==> config.mk <==
export PLATFORM = sky130hd
export DESIGN_NAME = ifetch_ctrl_flat
export DESIGN_NICKNAME = d
export VERILOG_FILES = /design/src/rtl/ifetch_ctrl_pkg.sv /design/src/rtl/ifetch_ctrl_if.sv /design/src/rtl/ifetch_byte_asm.sv /design/src/rtl/ifetch_ctrl.sv /design/src/flat_wrapper.sv
export SDC_FILE = /design/constraint.sdc
export NUM_CORES = 1
export LEC_CHECK = 0
export CELL_PAD_IN_SITES_DETAIL_PLACEMENT = 0
export CELL_PAD_IN_SITES_GLOBAL_PLACEMENT = 1
export CORE_MARGIN = 2
export CORE_UTILIZATION = 38
export CTS_CLUSTER_SIZE = 24
export DETAILED_ROUTE_END_ITERATION = 10
export PLACE_DENSITY = 0.91
export SETUP_SLACK_MARGIN = 0.5
export SYNTH_ARGS = -nofsm -noshare
export SYNTH_HDL_FRONTEND = slang
export SYNTH_HIERARCHICAL = 1
export SYNTH_SLANG_ARGS = --single-unit
==> constraint.sdc <==
create_clock -name clk -period 9.8 [get_ports clk]
set_input_delay 2.94 -clock clk [delete_from_list [all_inputs] [get_ports clk]]
set_output_delay 2.94 -clock clk [all_outputs]
set_load 0.02 [all_outputs]
==> src/rtl/ifetch_ctrl_pkg.sv <==
// Shared definitions for the instruction-fetch controller: FSM encoding and
// the widths used by the byte assembler.
package ifetch_ctrl_pkg;

  localparam int DATA_WIDTH      = 32;
  localparam int ICacheIndexSize = 64;
  localparam int BYTE_CNT_W      = 2;

  typedef enum logic [1:0] {
    IDLE = 2'd0,
    REQ  = 2'd1,
    RECV = 2'd2,
    FILL = 2'd3
  } fetch_state_e;

endpackage

==> src/rtl/ifetch_ctrl_if.sv <==
// Bundle of queue, ICache and memory-arbiter signals around ifetch_ctrl.
// The master side is the controller; the slave side is its environment.
interface ifetch_ctrl_if #(
  parameter int ADDR_W = 32,
  parameter int INST_W = 32
);
  logic              rdy;
  logic              fetch_req;
  logic [ADDR_W-1:0] pc_in;
  logic              queue_full;
  logic              flush;

  logic [ADDR_W-1:0] icache_addr;
  logic              icache_hit;
  logic [INST_W-1:0] icache_inst;
  logic              icache_we;
  logic [ADDR_W-1:0] icache_waddr;
  logic [INST_W-1:0] icache_wdata;

  logic              mem_req;
  logic [ADDR_W-1:0] mem_addr;
  logic              mem_grant;
  logic              mem_byte_valid;
  logic [7:0]        mem_byte;

  logic              inst_valid;
  logic [INST_W-1:0] inst_out;
  logic [ADDR_W-1:0] inst_pc;

  modport master (
    input  rdy, fetch_req, pc_in, queue_full, flush,
    input  icache_hit, icache_inst,
    input  mem_grant, mem_byte_valid, mem_byte,
    output icache_addr, icache_we, icache_waddr, icache_wdata,
    output mem_req, mem_addr,
    output inst_valid, inst_out, inst_pc
  );

  modport slave (
    output rdy, fetch_req, pc_in, queue_full, flush,
    output icache_hit, icache_inst,
    output mem_grant, mem_byte_valid, mem_byte,
    input  icache_addr, icache_we, icache_waddr, icache_wdata,
    input  mem_req, mem_addr,
    input  inst_valid, inst_out, inst_pc
  );

endinterface

==> src/rtl/ifetch_byte_asm.sv <==
// Little-endian assembly of four serial bytes into one instruction word.
// word_o already includes a byte captured this cycle so the caller can latch it on done_o.
module ifetch_byte_asm
  import ifetch_ctrl_pkg::*;
(
  input  logic                  clk,
  input  logic                  rst,
  input  logic                  clr_i,
  input  logic                  en_i,
  input  logic [7:0]            byte_i,
  output logic [DATA_WIDTH-1:0] word_o,
  output logic                  done_o
);

  logic [BYTE_CNT_W-1:0] cnt_q, cnt_d;
  logic [DATA_WIDTH-1:0] word_q, word_d;

  always_comb begin
    cnt_d  = cnt_q;
    word_d = word_q;
    if (clr_i) begin
      cnt_d  = '0;
      word_d = '0;
    end else if (en_i) begin
      word_d[{cnt_q, 3'b000} +: 8] = byte_i;
      cnt_d                        = cnt_q + 1'b1;
    end
  end

  always_ff @(posedge clk or posedge rst) begin
    if (rst) begin
      cnt_q  <= '0;
      word_q <= '0;
    end else begin
      cnt_q  <= cnt_d;
      word_q <= word_d;
    end
  end

  assign word_o = word_d;
  assign done_o = en_i && !clr_i && (&cnt_q);

endmodule

==> src/rtl/ifetch_ctrl.sv <==
// Instruction-fetch controller: ICache lookup, byte-serial miss refill,
// flush/abandon handling and global rdy stall.
module ifetch_ctrl
  import ifetch_ctrl_pkg::*;
#(
  parameter int ADDR_W = 32,
  parameter int INST_W = 32
) (
  input  logic          clk,
  input  logic          rst,
  ifetch_ctrl_if.master bus
);

  fetch_state_e      state_q, state_d;
  logic [ADDR_W-1:0] missPc_q, missPc_d;
  logic              abandon_q, abandon_d;
  logic              instValid_q, instValid_d;
  logic [INST_W-1:0] instOut_q, instOut_d;
  logic [ADDR_W-1:0] instPc_q, instPc_d;
  logic              icacheWe_q, icacheWe_d;
  logic [ADDR_W-1:0] icacheWaddr_q, icacheWaddr_d;
  logic [INST_W-1:0] icacheWdata_q, icacheWdata_d;
  logic              memReq_q, memReq_d;
  logic [ADDR_W-1:0] memAddr_q, memAddr_d;

  logic                  accept;
  logic                  asmClr, asmEn;
  logic                  asmDone;
  logic [DATA_WIDTH-1:0] asmWord;

  ifetch_byte_asm u_byte_asm (
    .clk    (clk),
    .rst    (rst),
    .clr_i  (asmClr && bus.rdy),
    .en_i   (asmEn && bus.rdy),
    .byte_i (bus.mem_byte),
    .word_o (asmWord),
    .done_o (asmDone)
  );

  assign accept = (state_q == IDLE) && bus.fetch_req && !bus.queue_full &&
                  !bus.flush && !instValid_q;

  // Once a transfer is granted it cannot be cancelled, so a flush only marks
  // it abandoned; the refill still happens but delivery is suppressed.
  always_comb begin
    state_d       = state_q;
    missPc_d      = missPc_q;
    abandon_d     = abandon_q;
    instValid_d   = 1'b0;
    instOut_d     = instOut_q;
    instPc_d      = instPc_q;
    icacheWe_d    = 1'b0;
    icacheWaddr_d = icacheWaddr_q;
    icacheWdata_d = icacheWdata_q;
    memReq_d      = memReq_q;
    memAddr_d     = memAddr_q;
    asmClr        = 1'b0;
    asmEn         = 1'b0;

    case (state_q)
      IDLE: begin
        abandon_d = 1'b0;
        if (accept) begin
          if (bus.icache_hit) begin
            instValid_d = 1'b1;
            instOut_d   = bus.icache_inst;
            instPc_d    = bus.pc_in;
          end else begin
            missPc_d  = bus.pc_in;
            memReq_d  = 1'b1;
            memAddr_d = bus.pc_in;
            state_d   = REQ;
          end
        end
      end
      REQ: begin
        if (bus.mem_grant) begin
          memReq_d  = 1'b0;
          asmClr    = 1'b1;
          abandon_d = bus.flush;
          state_d   = RECV;
        end else if (bus.flush) begin
          memReq_d = 1'b0;
          state_d  = IDLE;
        end
      end
      RECV: begin
        asmEn = bus.mem_byte_valid;
        if (bus.flush) begin
          abandon_d = 1'b1;
        end
        if (asmDone) begin
          icacheWe_d    = 1'b1;
          icacheWaddr_d = missPc_q;
          icacheWdata_d = asmWord;
          state_d       = FILL;
          if (!abandon_q && !bus.flush) begin
            instValid_d = 1'b1;
            instOut_d   = asmWord;
            instPc_d    = missPc_q;
          end
        end
      end
      FILL: begin
        abandon_d = 1'b0;
        state_d   = IDLE;
      end
      default: state_d = IDLE;
    endcase
  end

  always_ff @(posedge clk or posedge rst) begin
    if (rst) begin
      state_q       <= IDLE;
      missPc_q      <= '0;
      abandon_q     <= 1'b0;
      instValid_q   <= 1'b0;
      instOut_q     <= '0;
      instPc_q      <= '0;
      icacheWe_q    <= 1'b0;
      icacheWaddr_q <= '0;
      icacheWdata_q <= '0;
      memReq_q      <= 1'b0;
      memAddr_q     <= '0;
    end else if (bus.rdy) begin
      state_q       <= state_d;
      missPc_q      <= missPc_d;
      abandon_q     <= abandon_d;
      instValid_q   <= instValid_d;
      instOut_q     <= instOut_d;
      instPc_q      <= instPc_d;
      icacheWe_q    <= icacheWe_d;
      icacheWaddr_q <= icacheWaddr_d;
      icacheWdata_q <= icacheWdata_d;
      memReq_q      <= memReq_d;
      memAddr_q     <= memAddr_d;
    end
  end

  // A stalled pipeline must not see a write or a delivery; a flush landing
  // on the FILL cycle itself still cancels the miss delivery.
  assign bus.icache_addr  = bus.pc_in;
  assign bus.icache_we    = icacheWe_q && bus.rdy;
  assign bus.icache_waddr = icacheWaddr_q;
  assign bus.icache_wdata = icacheWdata_q;
  assign bus.mem_req      = memReq_q;
  assign bus.mem_addr     = memAddr_q;
  assign bus.inst_valid   = instValid_q && bus.rdy && !((state_q == FILL) && bus.flush);
  assign bus.inst_out     = instOut_q;
  assign bus.inst_pc      = instPc_q;

endmodule

==> src/flat_wrapper.sv <==
// flat-port wrapper written by rule: the top's interface ports become plain ports
module ifetch_ctrl_flat import ifetch_ctrl_pkg::*;
#(
  parameter int ADDR_W = 32,
  parameter int INST_W = 32
)
  (clk, rst, bus_rdy, bus_fetch_req, bus_pc_in, bus_queue_full, bus_flush, bus_icache_hit, bus_icache_inst, bus_mem_grant, bus_mem_byte_valid, bus_mem_byte, bus_icache_addr, bus_icache_we, bus_icache_waddr, bus_icache_wdata, bus_mem_req, bus_mem_addr, bus_inst_valid, bus_inst_out, bus_inst_pc);
  ifetch_ctrl_if #(.ADDR_W(ADDR_W), .INST_W(INST_W)) bus_i ();
  input  logic clk;
  input  logic rst;
  input wire logic [$bits(bus_i.rdy)-1:0] bus_rdy;
  input wire logic [$bits(bus_i.fetch_req)-1:0] bus_fetch_req;
  input wire logic [$bits(bus_i.pc_in)-1:0] bus_pc_in;
  input wire logic [$bits(bus_i.queue_full)-1:0] bus_queue_full;
  input wire logic [$bits(bus_i.flush)-1:0] bus_flush;
  input wire logic [$bits(bus_i.icache_hit)-1:0] bus_icache_hit;
  input wire logic [$bits(bus_i.icache_inst)-1:0] bus_icache_inst;
  input wire logic [$bits(bus_i.mem_grant)-1:0] bus_mem_grant;
  input wire logic [$bits(bus_i.mem_byte_valid)-1:0] bus_mem_byte_valid;
  input wire logic [$bits(bus_i.mem_byte)-1:0] bus_mem_byte;
  output wire logic [$bits(bus_i.icache_addr)-1:0] bus_icache_addr;
  output wire logic [$bits(bus_i.icache_we)-1:0] bus_icache_we;
  output wire logic [$bits(bus_i.icache_waddr)-1:0] bus_icache_waddr;
  output wire logic [$bits(bus_i.icache_wdata)-1:0] bus_icache_wdata;
  output wire logic [$bits(bus_i.mem_req)-1:0] bus_mem_req;
  output wire logic [$bits(bus_i.mem_addr)-1:0] bus_mem_addr;
  output wire logic [$bits(bus_i.inst_valid)-1:0] bus_inst_valid;
  output wire logic [$bits(bus_i.inst_out)-1:0] bus_inst_out;
  output wire logic [$bits(bus_i.inst_pc)-1:0] bus_inst_pc;
  assign bus_i.rdy = bus_rdy;
  assign bus_i.fetch_req = bus_fetch_req;
  assign bus_i.pc_in = bus_pc_in;
  assign bus_i.queue_full = bus_queue_full;
  assign bus_i.flush = bus_flush;
  assign bus_i.icache_hit = bus_icache_hit;
  assign bus_i.icache_inst = bus_icache_inst;
  assign bus_i.mem_grant = bus_mem_grant;
  assign bus_i.mem_byte_valid = bus_mem_byte_valid;
  assign bus_i.mem_byte = bus_mem_byte;
  assign bus_icache_addr = bus_i.icache_addr;
  assign bus_icache_we = bus_i.icache_we;
  assign bus_icache_waddr = bus_i.icache_waddr;
  assign bus_icache_wdata = bus_i.icache_wdata;
  assign bus_mem_req = bus_i.mem_req;
  assign bus_mem_addr = bus_i.mem_addr;
  assign bus_inst_valid = bus_i.inst_valid;
  assign bus_inst_out = bus_i.inst_out;
  assign bus_inst_pc = bus_i.inst_pc;
  ifetch_ctrl #(.ADDR_W(ADDR_W), .INST_W(INST_W)) u_core (.clk(clk), .rst(rst), .bus(bus_i));
endmodule
Word-level counts from Yosys, hierarchy flattened
Cells that the tools add are included.
{"block": "word_totals", "ff_bits": 200, "input_bits": 81, "out_inout_bits": 195, "wordCells": 98}
{"block": "op_classes", "add_sub_neg": 2, "n_eq_ne": 11, "shifts": 2, "muxes": 39, "bitwise": 1, "reduce_logical": 31}
{"operator": "32-bit 2-to-1 mux", "n": 10}
{"operator": "32-bit case mux with 2 select lines", "n": 2}
{"operator": "32-bit bitwise mux", "n": 1}
{"operator": "8-bit by 7-bit variable shift with 32-bit output, first input constant", "n": 1}
{"operator": "8-bit by 7-bit indexed part select with 32-bit output", "n": 1}
{"operator": "1-bit 2-to-1 mux", "n": 15}
{"operator": "2-bit 2-to-1 mux", "n": 7}
{"operator": "1-bit logical AND", "n": 13}
{"operator": "5-bit AND reduction", "n": 2}
{"operator": "2-bit inequality test, second input constant", "n": 4}
{"operator": "2-bit case mux with 4 select lines", "n": 1}
{"operator": "5-bit negator with 7-bit output", "n": 1}
{"operator": "1-bit logical NOT", "n": 6}
{"operator": "2-bit by 1-bit inequality test with 1-bit output, second input constant", "n": 3}
{"operator": "3-bit AND reduction", "n": 2}
{"operator": "6-bit AND reduction", "n": 1}
{"operator": "2-bit nonzero test", "n": 3}
{"operator": "2-bit == test, second input constant", "n": 2}
{"operator": "1-bit case mux with 2 select lines", "n": 2}
{"operator": "4-bit AND reduction", "n": 1}
{"operator": "3-bit inequality test, second input constant", "n": 1}
{"operator": "1-bit case mux with 3 select lines", "n": 1}
{"operator": "2-bit by 1-bit adder with 2-bit output, second input constant", "n": 1}
{"operator": "2-bit by 1-bit == test with 1-bit output, second input constant", "n": 1}
{"operator": "other kinds (4)", "n": 4}

Depth between registers and ports, before layout
{"block": "logic_depth", "ltp_word": 8, "depth_mapped": 12, "ltp_nobuf": 8}

Hierarchy
The synthesis kept the hierarchy.
{"mod": "ifetch_ctrl", "instances": 1, "cells_per_inst": 753, "area_each_um2": 7329.5, "seq_area_each_um2": 4154.0}
{"mod": "ifetch_byte_asm", "instances": 1, "cells_per_inst": 148, "area_each_um2": 1532.7, "seq_area_each_um2": 850.8}

Worst setup path after synthesis
OpenSTA, ideal clock, no wires.
{"block": "synth_path", "path_type": "input to output", "startpoint": "input port bus_rdy", "endpoint": "output port bus_inst_valid", "t_arrival_ns": 3.624, "required_time_ns": 6.860, "path_slack_ns": 3.236, "cell_stages": 3, "n_path_buf": 1, "cell_sequence": "clkbuf_1 > nand2_1 > a31oi_1"}
{"block": "synth_between", "elab_chain_cells": 2}
{"item": "start: declaration", "line": "flat_wrapper.sv:11", "source": "input wire logic [$bits(bus_i.rdy)-1:0] bus_rdy;"}
{"item": "1-bit logical AND (2 in series)", "line": "ifetch_ctrl.sv:149", "source": "assign bus.inst_valid = instValid_q && bus.rdy && !((state_q == FILL) && bus.flush);"}
{"item": "end: declaration", "line": "flat_wrapper.sv:27", "source": "output wire logic [$bits(bus_i.inst_valid)-1:0] bus_inst_valid;"}
No other way between the ends.

Worst setup path in the final report
Same ends and word-level chain as after synthesis.

==> results.yml <==
clock_tree:
  clk_latency_ns: 0.43
  cts_tree: "built"
  clock-sinks: 200
  cts.path.max_buffers: 2
  hold_buffers: 0
  clockRootBuffer: "clkbuf_16"
  cts_buffers: 17
  ctsResizeCount: 0
  clkTransAtPathRegs_ns: 0.07
  h-tree-depth: 4
  cts_setup_buffers: 0
die:
  die_area_mm2: 0.0246
  start_util_pct: 38.9
  die_w_um: 157
  die_h_um: 157
  ios: 276
  core_mm2: 0.0228
  rows: 55
global_route:
  grt_pass1_wl_um: 39400
  grt_max_degree: 100
  grt_pass1_vias: 7103
  grt_use_total_pct: 20.6
  overflow: 0
  antenna_found_initial: 1
min_path:
  hp-class: "register to register"
  hold_start: "u_core/bus.icache_waddr[19]"
  holdPathStages: 2
  min_to: "u_core/bus.icache_waddr[19]"
synthesis:
  synthArstFlopShare_pct: 100
  synthCells: 901
  ys_seq_area_share_pct: 56.5
  yosys_warnings: 6
  synthFlopType: "dfrtp_1"
  synth_fp_nets: 987
  syn_avg_cell_area_um2: 9.84
  synth_area_mm2: 0.00886
  synth_seq_cells: 200
  synth.distinct_cells: 38
  synth_enable_flop_cells: 0
finish:
  multi_input_area_mm2: 0.00339
  final_nets: 1209
  antenna-diode-count: 0
  fillerInstances: 2046
  seq_area_mm2: 0.00500
  final_cells: 1448
  syn2layout_area_growth_pct: 37.7
  drive_gt1_share_pct: 8.02
routing:
  remaining_drc_errors: 0
  wl_per_cell_um: 17.3
  drt_iter0_drc: 319
  wirelength_um: 25100
  drt-vias-per-instance: 4.88
  route.vias.total: 7063
  ant_nets: 0
  dr.pass1.iters: 4
critical_path:
  crit_type: "input port to primary output"
  crit_arrival_ns: 4.65
  worst_path_max_delay_cell: "clkdlybuf4s50_1"
  rr_worst_depth: 9
  cp-end-kind: "primary output"
  start_kind: "input port"
  path_cells: "clkdlybuf4s50_1, nand2_1, a31oi_1, clkdlybuf4s50_1"
  cp.required_ns: 6.86
  crit_fanout: 14
  reg2reg_setup_slack_ns: 5.46
  cp_top_family: "buffers and inverters"
  cp_slowest_stage_delay_ns: 0.81
  cpMostUsedCell: "clkdlybuf4s50_1"
  r2r_end: "u_core/bus.inst_pc[30]"
  cp-startpoint: "bus_rdy"
  path_buf_inv: 2
sta:
  min_period_ns: 7.59
  max_slew.worst_pin.slew_ns: 1.01
  rsz0062_at_grt: "false"
  finalHoldViolCount: 0
  min_period_over_period_pct: 77.4
  fin_skew_ns: 0.0174
  slew_headroom_pct: 32.3
  finalSetupTns_ns: 0
  slew_viol_final: 0
  setup_viol: 0
  max_freq_mhz: 132
power:
  p_leak_nw: 5.82
  irDropWorstVdd_mv: 0.135
  power_per_cell_area_mw_per_mm2: 238
outcome:
  status: "finished clean"
place:
  portBuffers: 275
  place_hpwl_um: 16600
  place_inst: 1417
  place_congestion: 0.817
run:
  cap_violations: 0
[area by class of cell]
cell class              instances  area share, %
clock buffers                  18           3.52
clock inverters                13           1.14
inverters                       7          0.256
multi-input cells             614           27.8
flip-flops and latches        200           41.0
well taps                     313           3.21
repair buffers                283           23.1
[tightest hold or removal path, delay by kind of cell, from the launching register on]
kind	cells	cell delay (ns)
simple gates	2	0.10
flops	1	0.35
[metal layers]
metal | track usage (%) | wire [um] | up-vias
met2 | 33.7 | 12100 | 251
li1 | - | - | 3322
met3 | 8.17 | 2240 | 17
met5 | 0 | 0 | -
met1 | 26.0 | 10400 | 3473
met4 | 4.15 | 262 | 0
[through the flow]
stage	hold WS (ns)	cell area, um^2	util, %	setup slack, ns	total power [mW]
final	0.475	12200	53.6	2.21	2.90
after global routing	0.498	12200	53.6	2.07	3.06
after floorplan	0.446	8860	-	2.37	1.72
after global placement	0.457	11600	51.1	2.23	2.21
after detailed placement	0.462	11600	51.1	2.24	2.23
after CTS	0.480	12200	53.6	2.24	2.93
[how the worst max path moves through the flow]
stage                                       endpoint  slack [ns]  depth (start not counted)
after floorplan           asynchronous set/reset pin        2.37                          1
after global placement                bus_inst_valid        2.23                          4
after detailed placement              bus_inst_valid        2.24                          4
after CTS                             bus_inst_valid        2.24                          4
after global routing                  bus_inst_valid        2.07                          4
final                                 bus_inst_valid        2.21                          4
[state kept, by name, indices dropped and copies added, names as in the netlist, named ones only]
name,flops
u_core/bus.inst_out,32
u_core/bus.icache_waddr,32
u_core/instValid_q,1
u_core/bus.icache_wdata,32
u_core/bus.inst_pc,32
u_core/abandon_q,1
u_core/bus.mem_req,1
u_core/bus.mem_addr,32
u_core/u_byte_asm/cnt_q,2
u_core/icacheWe_q,1
u_core/state_q,1
u_core/u_byte_asm/word_q,32
[placed cells by master (no fill, tap or decap), drive strengths merged, types with 2 or more instances in the layout]
| cell type | n |
|---|---|
| a22o | 8 |
| clkbuf | 18 |
| nand4b | 6 |
| and3 | 3 |
| nand2 | 416 |
| buf | 8 |
| a21oi | 26 |
| clkinvlp | 3 |
| mux2 | 96 |
| nor3 | 3 |
| nor3b | 2 |
| nor2 | 5 |
| a21o | 3 |
| and2 | 2 |
| ha | 5 |
| nor4b | 2 |
| nand4 | 16 |
| dfrtp | 200 |
| nand3 | 7 |
| o21ai | 2 |
| inv | 11 |
| nand2b | 2 |
| clkinv | 5 |
| clkdlybuf4s50 | 275 |
[report_power, final]
group / leakage (nW) / internal [mW] / switching [mW]
combinational: 2.90 / 0.491 / 0.580
clock: 0.269 / 0.358 / 0.332
sequential: 2.65 / 1.01 / 0.128
[kinds of logic after synthesis]
group,count (synthesis),synth area share (%)
and+or+nand+nor,466,21.6
adders and majority gates,5,0.706
muxes,97,12.3
DFF,200,56.5
buffers and inverters,87,5.62
xor gates and xnor gates,1,0.0988
AOI/OAI and AO/OA,45,3.23
[Yosys cell counts (2+ instances only)]
library cell | count | area (um^2)
a21o_1 | 3 | 22.5
a21oi_1 | 26 | 130
a22o_1 | 8 | 70.1
and2_1 | 2 | 12.5
and3_1 | 3 | 18.8
buf_1 | 7 | 26.3
buf_2 | 7 | 35.0
buf_4 | 33 | 248
buf_6 | 5 | 56.3
clkbuf_1 | 27 | 101
dfrtp_1 | 200 | 5000
ha_1 | 5 | 62.6
inv_1 | 7 | 26.3
mux2_1 | 54 | 608
mux2_2 | 42 | 473
nand2_1 | 416 | 1560
nand2b_1 | 2 | 12.5
nand3_1 | 7 | 35.0
nand4_1 | 16 | 100
nand4b_1 | 6 | 52.6
nor2_1 | 5 | 18.8
nor3_1 | 3 | 15.0
o21ai_0 | 2 | 10.0
Power figures use the tool's default switching activity.
